$ cat config.mk
export PLATFORM = sky130hd
export DESIGN_NAME = cliff_seg_display_flat
export DESIGN_NICKNAME = d
export VERILOG_FILES = /design/src/rtl/cliff_seg_display_if.sv /design/src/rtl/cliff_seg_display.sv /design/src/flat_wrapper.sv
export SDC_FILE = /design/constraint.sdc
export NUM_CORES = 1
export LEC_CHECK = 0
export BUFFER_PORTS_ARGS = -buffer_cell sky130_fd_sc_hd__buf_2
export CORE_MARGIN = 8
export CORE_UTILIZATION = 40
export CTS_CLUSTER_DIAMETER = 80
export DETAILED_ROUTE_END_ITERATION = 10
export PLACE_DENSITY = 0.58
export SLEW_MARGIN = 0
export SYNTH_ARGS = -nofsm -noshare
export SYNTH_HDL_FRONTEND = slang
export SYNTH_SLANG_ARGS = --single-unit
$ cat constraint.sdc
create_clock -name clk -period 2.7 [get_ports clk]
set_input_delay 0.135 -clock clk [delete_from_list [all_inputs] [get_ports clk]]
set_output_delay 0.135 -clock clk [all_outputs]
set_load 0.02 [all_outputs]
$ cat src/rtl/cliff_seg_display_if.sv
// Load/status channel between the cliff game core and the display stage.
// The core drives score, load strobe and lose flag; the display reports busy/done.
interface cliff_seg_display_if;
    logic [13:0] value;
    logic        load;
    logic        lose;
    logic        busy;
    logic        done;

    modport master (
        output value,
        output load,
        output lose,
        input  busy,
        input  done
    );

    modport slave (
        input  value,
        input  load,
        input  lose,
        output busy,
        output done
    );
endinterface

$ cat src/rtl/cliff_seg_display.sv
// Four-digit seven-segment stage: sequential shift-add-3 BCD conversion of a score.
// The digits are time-multiplexed onto active-low pins. CLIFF_SEG_BLANK_LZ_EN blanks leading zeros.
module cliff_seg_display #(
    parameter logic [31:0] SCAN_DIV = 32'h20000
) (
    input  logic                      clk,
    input  logic                      reset_n,
    cliff_seg_display_if.slave        bus,
    output logic [6:0]                seg,
    output logic [3:0]                an,
    output logic                      dp
);

    typedef enum logic [1:0] {IDLE, SHIFT, COMMIT} state_t;

    state_t      state_q, state_d;
    logic [29:0] sr_q, sr_d;
    logic [3:0]  cnt_q, cnt_d;
    logic        ovf_next_q, ovf_next_d;
    logic        ovf_q, ovf_d;
    logic [15:0] dig_q, dig_d;
    logic        done_q, done_d;
    logic [31:0] scan_q, scan_d;
    logic [1:0]  idx_q, idx_d;
    logic [6:0]  seg_q, seg_d;
    logic [3:0]  an_q, an_d;
    logic        dp_q, dp_d;

    logic [15:0] adj;
    logic [3:0]  cur;
    logic        blank;

    function automatic logic [6:0] seg_of(input logic [3:0] d);
        case (d)
            4'd0:    seg_of = 7'b1000000;
            4'd1:    seg_of = 7'b1111001;
            4'd2:    seg_of = 7'b0100100;
            4'd3:    seg_of = 7'b0110000;
            4'd4:    seg_of = 7'b0011001;
            4'd5:    seg_of = 7'b0010010;
            4'd6:    seg_of = 7'b0000010;
            4'd7:    seg_of = 7'b1111000;
            4'd8:    seg_of = 7'b0000000;
            4'd9:    seg_of = 7'b0010000;
            default: seg_of = 7'b1111111;
        endcase
    endfunction

    // Conversion FSM: capture, 14 shift-add-3 steps, then commit digits.
    always_comb begin
        state_d    = state_q;
        sr_d       = sr_q;
        cnt_d      = cnt_q;
        ovf_next_d = ovf_next_q;
        ovf_d      = ovf_q;
        dig_d      = dig_q;
        done_d     = 1'b0;
        for (int i = 0; i < 4; i++) begin
            adj[i*4 +: 4] = (sr_q[14 + i*4 +: 4] >= 4'd5)
                          ? sr_q[14 + i*4 +: 4] + 4'd3
                          : sr_q[14 + i*4 +: 4];
        end
        case (state_q)
            IDLE: begin
                if (bus.load) begin
                    sr_d       = {16'd0, (bus.value > 14'd9999) ? 14'd9999 : bus.value};
                    ovf_next_d = bus.value > 14'd9999;
                    cnt_d      = 4'd14;
                    state_d    = SHIFT;
                end
            end
            SHIFT: begin
                sr_d  = {adj, sr_q[13:0]} << 1;
                cnt_d = cnt_q - 4'd1;
                if (cnt_q == 4'd1) state_d = COMMIT;
            end
            COMMIT: begin
                dig_d   = sr_q[29:14];
                ovf_d   = ovf_next_q;
                done_d  = 1'b1;
                state_d = IDLE;
            end
            default: state_d = IDLE;
        endcase
    end

    // Scan counter and digit index.
    always_comb begin
        scan_d = scan_q - 32'd1;
        idx_d  = idx_q;
        if (scan_q == 32'd0) begin
            scan_d = SCAN_DIV - 32'd1;
            idx_d  = idx_q + 2'd1;
        end
    end

    // Registered pin decode for the current digit slot.
    always_comb begin
        cur   = dig_q[{idx_q, 2'b00} +: 4];
        blank = 1'b0;
`ifdef CLIFF_SEG_BLANK_LZ_EN
        case (idx_q)
            2'd3:    blank = (dig_q[15:12] == 4'd0);
            2'd2:    blank = (dig_q[15:8] == 8'd0);
            2'd1:    blank = (dig_q[15:4] == 12'd0);
            default: blank = 1'b0;
        endcase
`else
        blank = 1'b0;
`endif
        an_d = ~(4'b0001 << idx_q);
        if (bus.lose) begin
            dp_d = 1'b1;
            case (idx_q)
                2'd3:    seg_d = 7'b1000111;
                2'd2:    seg_d = 7'b1000000;
                2'd1:    seg_d = 7'b0010010;
                default: seg_d = 7'b0000110;
            endcase
        end else begin
            seg_d = blank ? 7'b1111111 : seg_of(cur);
            dp_d  = !((idx_q == 2'd0) && ovf_q);
        end
    end

    // State registers.
    always_ff @(posedge clk or negedge reset_n) begin
        if (!reset_n) begin
            state_q    <= IDLE;
            sr_q       <= '0;
            cnt_q      <= '0;
            ovf_next_q <= 1'b0;
            ovf_q      <= 1'b0;
            dig_q      <= '0;
            done_q     <= 1'b0;
            scan_q     <= SCAN_DIV - 32'd1;
            idx_q      <= '0;
            seg_q      <= 7'h7F;
            an_q       <= 4'hF;
            dp_q       <= 1'b1;
        end else begin
            state_q    <= state_d;
            sr_q       <= sr_d;
            cnt_q      <= cnt_d;
            ovf_next_q <= ovf_next_d;
            ovf_q      <= ovf_d;
            dig_q      <= dig_d;
            done_q     <= done_d;
            scan_q     <= scan_d;
            idx_q      <= idx_d;
            seg_q      <= seg_d;
            an_q       <= an_d;
            dp_q       <= dp_d;
        end
    end

    assign bus.busy = (state_q != IDLE);
    assign bus.done = done_q;
    assign seg      = seg_q;
    assign an       = an_q;
    assign dp       = dp_q;

endmodule

$ cat src/flat_wrapper.sv
// flat-port wrapper written by rule: the top's interface ports become plain ports
module cliff_seg_display_flat 
#(
    parameter logic [31:0] SCAN_DIV = 32'h20000
)
  (clk, reset_n, seg, an, dp, bus_value, bus_load, bus_lose, bus_busy, bus_done);
  cliff_seg_display_if bus_i ();
  input  logic clk;
  input  logic reset_n;
  output logic [6:0] seg;
  output logic [3:0] an;
  output logic dp;
  input wire logic [$bits(bus_i.value)-1:0] bus_value;
  input wire logic [$bits(bus_i.load)-1:0] bus_load;
  input wire logic [$bits(bus_i.lose)-1:0] bus_lose;
  output wire logic [$bits(bus_i.busy)-1:0] bus_busy;
  output wire logic [$bits(bus_i.done)-1:0] bus_done;
  assign bus_i.value = bus_value;
  assign bus_i.load = bus_load;
  assign bus_i.lose = bus_lose;
  assign bus_busy = bus_i.busy;
  assign bus_done = bus_i.done;
  cliff_seg_display #(.SCAN_DIV(SCAN_DIV)) u_core (.clk(clk), .reset_n(reset_n), .bus(bus_i), .seg(seg), .an(an), .dp(dp));
endmodule
==> flow_summary.json, run 1 <==
{
  "yosys-mux-area-fraction_pct": 5.629,
  "setup.worst_path.start_class": "flop",
  "max_vdd_drop_uv": 429.7,
  "launch_instance_of_the_worst_register_to_register_path": "u_core.scan_q[15]",
  "slew_headroom_pct": 36.47,
  "fin_hold_ws_ns": 0.01581,
  "tritoncts_clock_tree": "yes",
  "synth_top_area_share_pct": 35.24,
  "timing.critical_path.fanout_max": 11,
  "drt_drc_violations_left": 0,
  "synth_seq_cells": 101,
  "floorplan.core_area_mm2": 0.01257,
  "grt_overflow": 0,
  "finish.cell_count_without_fillers": 710,
  "drive_gt1_share_pct": 22.49,
  "die_width_um": 129.1,
  "floorplan.initialDensity_pct": 40.68,
  "clockPowerShare_pct": 25.4,
  "proportion_of_synthesized_flip_flops_having_asynchronous_set_or_reset_pct": 100.0,
  "remaining_antenna_violation_count_after_routing": 0,
  "fraction_of_power_spent_switching_nets_pct": 32.97,
  "timing_worst_slew_pin_value_ns": 0.9530,
  "drt_iter0_drc": 260,
  "hold_path.startpoint": "bus_value[1]",
  "gp_congestion": 0.7998,
  "finalSetupTns_ns": 0,
  "synthSimpleGateAreaFrac_pct": 17.62,
  "synth-xor-area-share_pct": 3.769,
  "synth_top_family_by_area": "simple AND/OR/NAND/NOR gates",
  "antenna_cells_inserted": 0,
  "clkTransAtPathRegs_ns": 0.07,
  "synth-edff-count": 0,
  "rsz0062_at_grt": "false",
  "crit_path_end_kind": "flop",
  "grt_first_pass_wirelength_um": 18490,
  "ys.flop_type": "sky130_fd_sc_hd__dfrtp_1",
  "crit_path_cell_trace": "or3_1, or4_1, buf_4, or4_1, a21oi_1",
  "cts_max_level": 3,
  "design_power_total_uw": 4939,
  "worst-r2r-cell-count": 5,
  "cts_root_buf": "sky130_fd_sc_hd__clkbuf_16",
  "synth.top_cells.by_count": "72 x sky130_fd_sc_hd__dfrtp_1, 49 x sky130_fd_sc_hd__nand2_1, 29 x sky130_fd_sc_hd__dfstp_2, 29 x sky130_fd_sc_hd__inv_1, 28 x sky130_fd_sc_hd__o21ai_0",
  "timing.hold.worst_endpoint": "u_core.sr_q[1]",
  "count_of_buffers_from_port_buffering": 31,
  "io_pins": 32,
  "finalMaxSlewViolations": 0,
  "dr.pass1.iters": 4,
  "power.density_mw_per_mm2": 844.6,
  "ctsLongestPathBuffers": 2,
  "cts_setup_buffers": 0,
  "ctsHoldBuffers": 5,
  "grt_start_max_net_pins": 56,
  "timing.hold.worst_path_depth": 3,
  "synth_fp_nets": 533,
  "layout-area-overhead-vs-synth_pct": 14.39,
  "yosys.cell_count.top_type": "sky130_fd_sc_hd__dfrtp_1",
  "hold_violations": 0,
  "syn-mean-instance-area_um2": 10.35,
  "layout.nets": 572,
  "critical_path_arrival_ns": 2.61,
  "power.internal_uw": 3311,
  "post_cts.resized_instances": 0,
  "synth.cell_area_mm2": 0.005112,
  "worst_path_most_repeated_cell": "sky130_fd_sc_hd__or4_1",
  "timing.critical_path.required_ns": 2.96,
  "vias_per_cell": 5.296,
  "ys_warn_count": 0,
  "routedWlPerCell_um": 15.11,
  "pwr-share-comb_pct": 30.4,
  "final_period_minus_worst_setup_slack_ns": 2.344,
  "routed_wl_um": 10730,
  "die_area_mm2": 0.01666,
  "finalSetupViolCount": 0,
  "fin_skew_ns": 0.005128,
  "first_global_vias": 3822,
  "cts_buffers": 9,
  "route.vias.total": 3760,
  "regToRegEndpoint": "u_core.scan_q[26]",
  "synth_adder_area_share_pct": 5.140,
  "clk_latency_worst_skew_pair_ns": 0.34,
  "flop_pwr_share_pct": 44.2,
  "placementRows": 41,
  "netlist-cell-type-count": 49,
  "grt_util_all_layers_pct": 13.83,
  "holdCritPathClass": "primary input to flop",
  "leakagePower_uw": 0.002522,
  "status": "completed",
  "synth_top_area_cell": "sky130_fd_sc_hd__dfrtp_1",
  "antenna_found_initial": 0,
  "critPathSlowestCell": "sky130_fd_sc_hd__or4_1",
  "worst-setup-path-type": "flop to flop",
  "cap_viol_max_count": 0,
  "area_fraction_in_compound_gates_after_synthesis_pct": 13.53,
  "synthCells": 494,
  "die_h_um": 129.1,
  "place.detailed.instances": 689,
  "seq_area_frac_synth_pct": 50.15,
  "net_switching_uw": 1629,
  "r2r_slack_ns": 0.36,
  "nFillCells": 1193,
  "final_min_period_over_clock_period_pct": 86.80,
  "cts.sink_count": 101,
  "critical_path_s_largest_stage_delay_ns": 0.54,
  "timing.fmax_mhz": 426.7,
  "dp_hpwl_um": 7450,
  "synth_area_leaders": "sky130_fd_sc_hd__dfrtp_1 35%, sky130_fd_sc_hd__dfstp_2 15%, sky130_fd_sc_hd__ha_1 5.1%, sky130_fd_sc_hd__nand2_1 3.6%, sky130_fd_sc_hd__mux2_2 3.1%"
}
[through the flow]
step	util [%]	setup slack [ns]	area (um^2)
finish	46.53	0.3563	5848
global route	46.53	0.2916	5848
CTS	46.53	0.3670	5848
detailed placement	43.87	0.3938	5514
global placement	43.87	0.4730	5514
floorplan	-	0.5234	5112
[layer usage]
layer  track usage (%)  vias to the layer above  wire [um]
li1                  -                     1852          -
met1             17.81                     1840       5186
met2             22.38                       58       4980
met3             3.780                       10        456
met4             3.870                        0        103
met5                 0                        -          0
[cells by family (layout without fill, tap and decap cells)]
| logic type | Yosys count | count (layout) |
|---|---|---|
| xor gates and xnor gates | 22 | 22 |
| DFF | 101 | 101 |
| muxes | 22 | 22 |
| adders and majority gates | 21 | 21 |
| and+or+nand+nor | 169 | 169 |
| buffers and inverters | 53 | 97 |
| AOI/OAI and AO/OA | 106 | 106 |
[registers in the layout, summed over array words and instances (netlist names)]
name               flops
u_core.cnt_q           4
u_core.dp              1
u_core.idx_q           2
u_core.seg             7
u_core.sr_q           30
u_core.state_q         2
u_core.ovf_q           1
u_core.scan_q         32
u_core.ovf_next_q      1
u_core.bus.done        1
u_core.dig_q          16
u_core.an              4
[power groups by stage]
| stage | clock (uW) | combinational [uW] | sequential [uW] |
|---|---|---|---|
| 6_report | 1250 | 1500 | 2180 |
| 5_1_grt | 1360 | 1710 | 2230 |
| 4_1_cts | 1300 | 1530 | 2180 |
| 3_5_place_dp | 0 | 1510 | 2200 |
| 3_3_place_gp | 0 | 1460 | 2190 |
| 2_1_floorplan | 0 | 1130 | 2160 |
[cell type report]
class | count | area (um^2) | share of cell area, %
sequential | 101 | 2564 | 43.84
tap | 172 | 215.2 | 3.680
clock buffer | 11 | 232.7 | 3.979
clock inverter | 5 | 51.30 | 0.8772
multi-input combinational | 340 | 2336 | 39.94
inverter | 29 | 108.9 | 1.861
timing repair buffer | 52 | 340.3 | 5.819
[placed cells by master, fill, tap and decap left out, types with 10 or more instances in the layout]
cell                      Yosys  routed
sky130_fd_sc_hd__ha_1        21      21
sky130_fd_sc_hd__nand2_1     49      49
sky130_fd_sc_hd__nor2_1      14      14
sky130_fd_sc_hd__buf_4        0      16
sky130_fd_sc_hd__o31ai_1     18      18
sky130_fd_sc_hd__dfstp_2     29      29
sky130_fd_sc_hd__nand3_1     25      25
sky130_fd_sc_hd__dfrtp_1     72      72
sky130_fd_sc_hd__a21oi_1     23      23
sky130_fd_sc_hd__xor2_1      14      14
sky130_fd_sc_hd__mux2_2      14      14
sky130_fd_sc_hd__buf_2        5      30
sky130_fd_sc_hd__inv_1       29      29
sky130_fd_sc_hd__nor4_1      11      11
sky130_fd_sc_hd__or3_1       10      10
sky130_fd_sc_hd__o21ai_0     28      28
[worst max-delay path: cells and delay by family, from the launching register on]
family	cells	cell delay (ns)
flops	1	0.39
simple gates	3	1.49
compound gates	1	0.17
buf+inv	1	0.23
[worst max path at each step]
stage                       from           endpoint  depth (start not counted)  slack (ns)
2_1_floorplan   u_core.scan_q[0]  u_core.scan_q[24]                          7        0.52
5_1_grt        u_core.scan_q[15]  u_core.scan_q[26]                          5        0.29
3_5_place_dp   u_core.scan_q[15]  u_core.scan_q[26]                          5        0.39
4_1_cts        u_core.scan_q[15]  u_core.scan_q[26]                          5        0.37
3_3_place_gp    u_core.scan_q[1]  u_core.scan_q[25]                          4        0.47
6_report       u_core.scan_q[15]  u_core.scan_q[26]                          5        0.36
Note: power is estimated with default switching activity, not from simulation.
==> run 2: changes to the inputs <==
==> constraint.sdc (replaced) <==
create_clock -name clk -period 3 [get_ports clk]
set_input_delay 0.15 -clock clk [delete_from_list [all_inputs] [get_ports clk]]
set_output_delay 0.15 -clock clk [all_outputs]
set_load 0.02 [all_outputs]
==> run 2 against run 1 <==
Clock power down 8%; final area fell by 1.3%; first-iteration DRC count shrank 20%; critical endpoint is now u_core.scan_q[15]; worst hold slack barely moved; register-to-register slack better by 0.23 ns; maximum frequency shrank 2.8%; clock skew is 0.0021 ns higher; die area is the same; largest cell class unchanged; flip-flop and latch count unchanged.
==> flow_summary.json, run 2 (same netlist as run 1, synthesis figures left out) <==
{
  "r2r_slack_ns": 0.59,
  "timing.hold.worst_path_depth": 2,
  "routed_wl_um": 10490,
  "flop_pwr_share_pct": 43.8,
  "hold_path.startpoint": "bus_value[6]",
  "drive_gt1_share_pct": 21.78,
  "post-route-util_pct": 45.91,
  "cts_max_level": 3,
  "largest_reg_flops": 32,
  "route.vias.total": 3733,
  "antenna_cells_inserted": 0,
  "nFillCells": 1191,
  "launch_instance_of_the_worst_register_to_register_path": "u_core.scan_q[15]",
  "ctsLongestPathBuffers": 2,
  "setup.worst_path.start_class": "flop",
  "cap_viol_max_count": 0,
  "timing.fmax_mhz": 414.7,
  "grt_start_max_net_pins": 73,
  "drt_drc_violations_left": 0,
  "finalSetupViolCount": 0,
  "floorplan.core_area_mm2": 0.01257,
  "timing.critical_path.fanout_max": 17,
  "finalSetupTns_ns": 0,
  "cts_root_buf": "sky130_fd_sc_hd__clkbuf_16",
  "critical_path_arrival_ns": 2.69,
  "timing_worst_slew_pin_value_ns": 0.9465,
  "hold_violations": 0,
  "worst_path_most_repeated_cell": "sky130_fd_sc_hd__or3_1",
  "drt_iter0_drc": 209,
  "regToRegEndpoint": "u_core.scan_q[15]",
  "clockPowerShare_pct": 25.9,
  "gp_congestion": 0.7721,
  "power.density_mw_per_mm2": 773.0,
  "crit_path_end_kind": "flop",
  "slew_headroom_pct": 36.90,
  "vias_per_cell": 5.333,
  "die_h_um": 129.1,
  "grt_first_pass_wirelength_um": 18190,
  "first_global_vias": 3786,
  "timing.hold.worst_endpoint": "u_core.sr_q[6]",
  "timing.critical_path.required_ns": 3.28,
  "largest_register": "u_core.scan_q",
  "final_period_minus_worst_setup_slack_ns": 2.411,
  "layout-area-overhead-vs-synth_pct": 12.87,
  "pwr-share-comb_pct": 30.4,
  "count_of_buffers_from_port_buffering": 31,
  "grt_util_all_layers_pct": 13.57,
  "dr.pass1.iters": 4,
  "antenna_found_initial": 0,
  "dp_hpwl_um": 7250,
  "cts.sink_count": 101,
  "crit_path_cell_trace": "or3_1, or4_1, or3_1, nand3_1",
  "cts_buffers": 9,
  "placementRows": 41,
  "remaining_antenna_violation_count_after_routing": 0,
  "fin_skew_ns": 0.007241,
  "fraction_of_power_spent_switching_nets_pct": 33.04,
  "critPathSlowestCell": "sky130_fd_sc_hd__or3_1",
  "tritoncts_clock_tree": "yes",
  "routedWlPerCell_um": 14.99,
  "status": "completed",
  "placed_cell_area_mm2": 0.005469,
  "fin_hold_ws_ns": 0.01590,
  "clk_latency_worst_skew_pair_ns": 0.35,
  "layout.cell_area.non_filler_mm2": 0.005771,
  "grt_overflow": 0,
  "critical_path_s_largest_stage_delay_ns": 0.71,
  "layout_commonest_cell": "sky130_fd_sc_hd__dfrtp_1",
  "net_switching_uw": 1474,
  "final_min_period_over_clock_period_pct": 80.37,
  "max_vdd_drop_uv": 363.1,
  "worst-setup-path-type": "flop to flop",
  "worst-r2r-cell-count": 4,
  "leakagePower_uw": 0.002478,
  "layout.nets": 562,
  "mostFrequentLayoutCells": "72 x sky130_fd_sc_hd__dfrtp_1, 49 x sky130_fd_sc_hd__nand2_1, 30 x sky130_fd_sc_hd__buf_2",
  "power.internal_uw": 2987,
  "holdCritPathClass": "primary input to flop",
  "top_regs": "u_core.scan_q (32), u_core.sr_q (30), u_core.dig_q (16)",
  "floorplan.initialDensity_pct": 40.68,
  "die_width_um": 129.1,
  "finalMaxSlewViolations": 0,
  "die_area_mm2": 0.01666,
  "cts_setup_buffers": 0,
  "io_pins": 32,
  "clkTransAtPathRegs_ns": 0.07,
  "rsz0062_at_grt": "false"
}
-- run 2: cell count changes in the layout (fill, tap and decap cells not counted), sizes merged --
cell / change
buf: -6
clkbuf: +1
clkinv: -3
dlygate4sd3: -4
inv: +2
-- run 2: how the worst max path moves through the flow --
stage / slack [ns] / from / endpoint
3_3_place_gp: 0.62 / u_core.scan_q[15] / u_core.scan_q[15]
2_1_floorplan: 0.82 / u_core.scan_q[0] / u_core.scan_q[24]
3_5_place_dp: 0.57 / u_core.scan_q[15] / u_core.scan_q[15]
6_report: 0.59 / u_core.scan_q[15] / u_core.scan_q[15]
5_1_grt: 0.44 / u_core.scan_q[15] / u_core.scan_q[15]
4_1_cts: 0.56 / u_core.scan_q[15] / u_core.scan_q[15]
-- run 2: worst max-delay path: cells and delay by family, from the launching register on --
family | cells | cell delay, ns
simple gates | 4 | 1.96
flops | 1 | 0.38
-- run 2: timing repair --
item / CTS / global route
gates resized for setup: 0 / 0
hold buffers: 1 / 0
hold endpoints to repair: 17 / 0
-- run 2: per-layer routing --
metal  track usage [%]  vias up  share of wire (%)
met1             18.13     1829                 50
met3             3.903        8                3.8
met4             4.008        0                1.0
met5                 0        -                  0
met2             20.94       65                 45
li1                  -     1831                  -
-- run 2: power by group through the flow --
stage | Combinational, uW | Sequential (uW) | Clock [uW]
final | 1350 | 1950 | 1150
after CTS | 1370 | 1950 | 1190
after detailed placement | 1360 | 1980 | 0
after global routing | 1540 | 2000 | 1260
after global placement | 1310 | 1970 | 0
after floorplan | 1020 | 1950 | 0
-- run 2: final cells by class --
cell class	instances	area [um^2]	share of cell area (%)
clock buffer	12	236.5	4.098
clock inverter	4	55.05	0.9540
sequential	101	2564	44.43
timing repair buffer	42	255.2	4.423
inverter	29	108.9	1.886
tap	172	215.2	3.729
multi-input combinational	340	2336	40.48
-- run 2: metrics by stage --
step / cells / setup WS (ns) / total power (uW)
6_report: 700 / 0.5889 / 4461
5_1_grt: 700 / 0.4394 / 4799
4_1_cts: 700 / 0.5580 / 4513
3_5_place_dp: 683 / 0.5732 / 3340
3_3_place_gp: 683 / 0.6215 / 3275
2_1_floorplan: 494 / 0.8234 / 2966
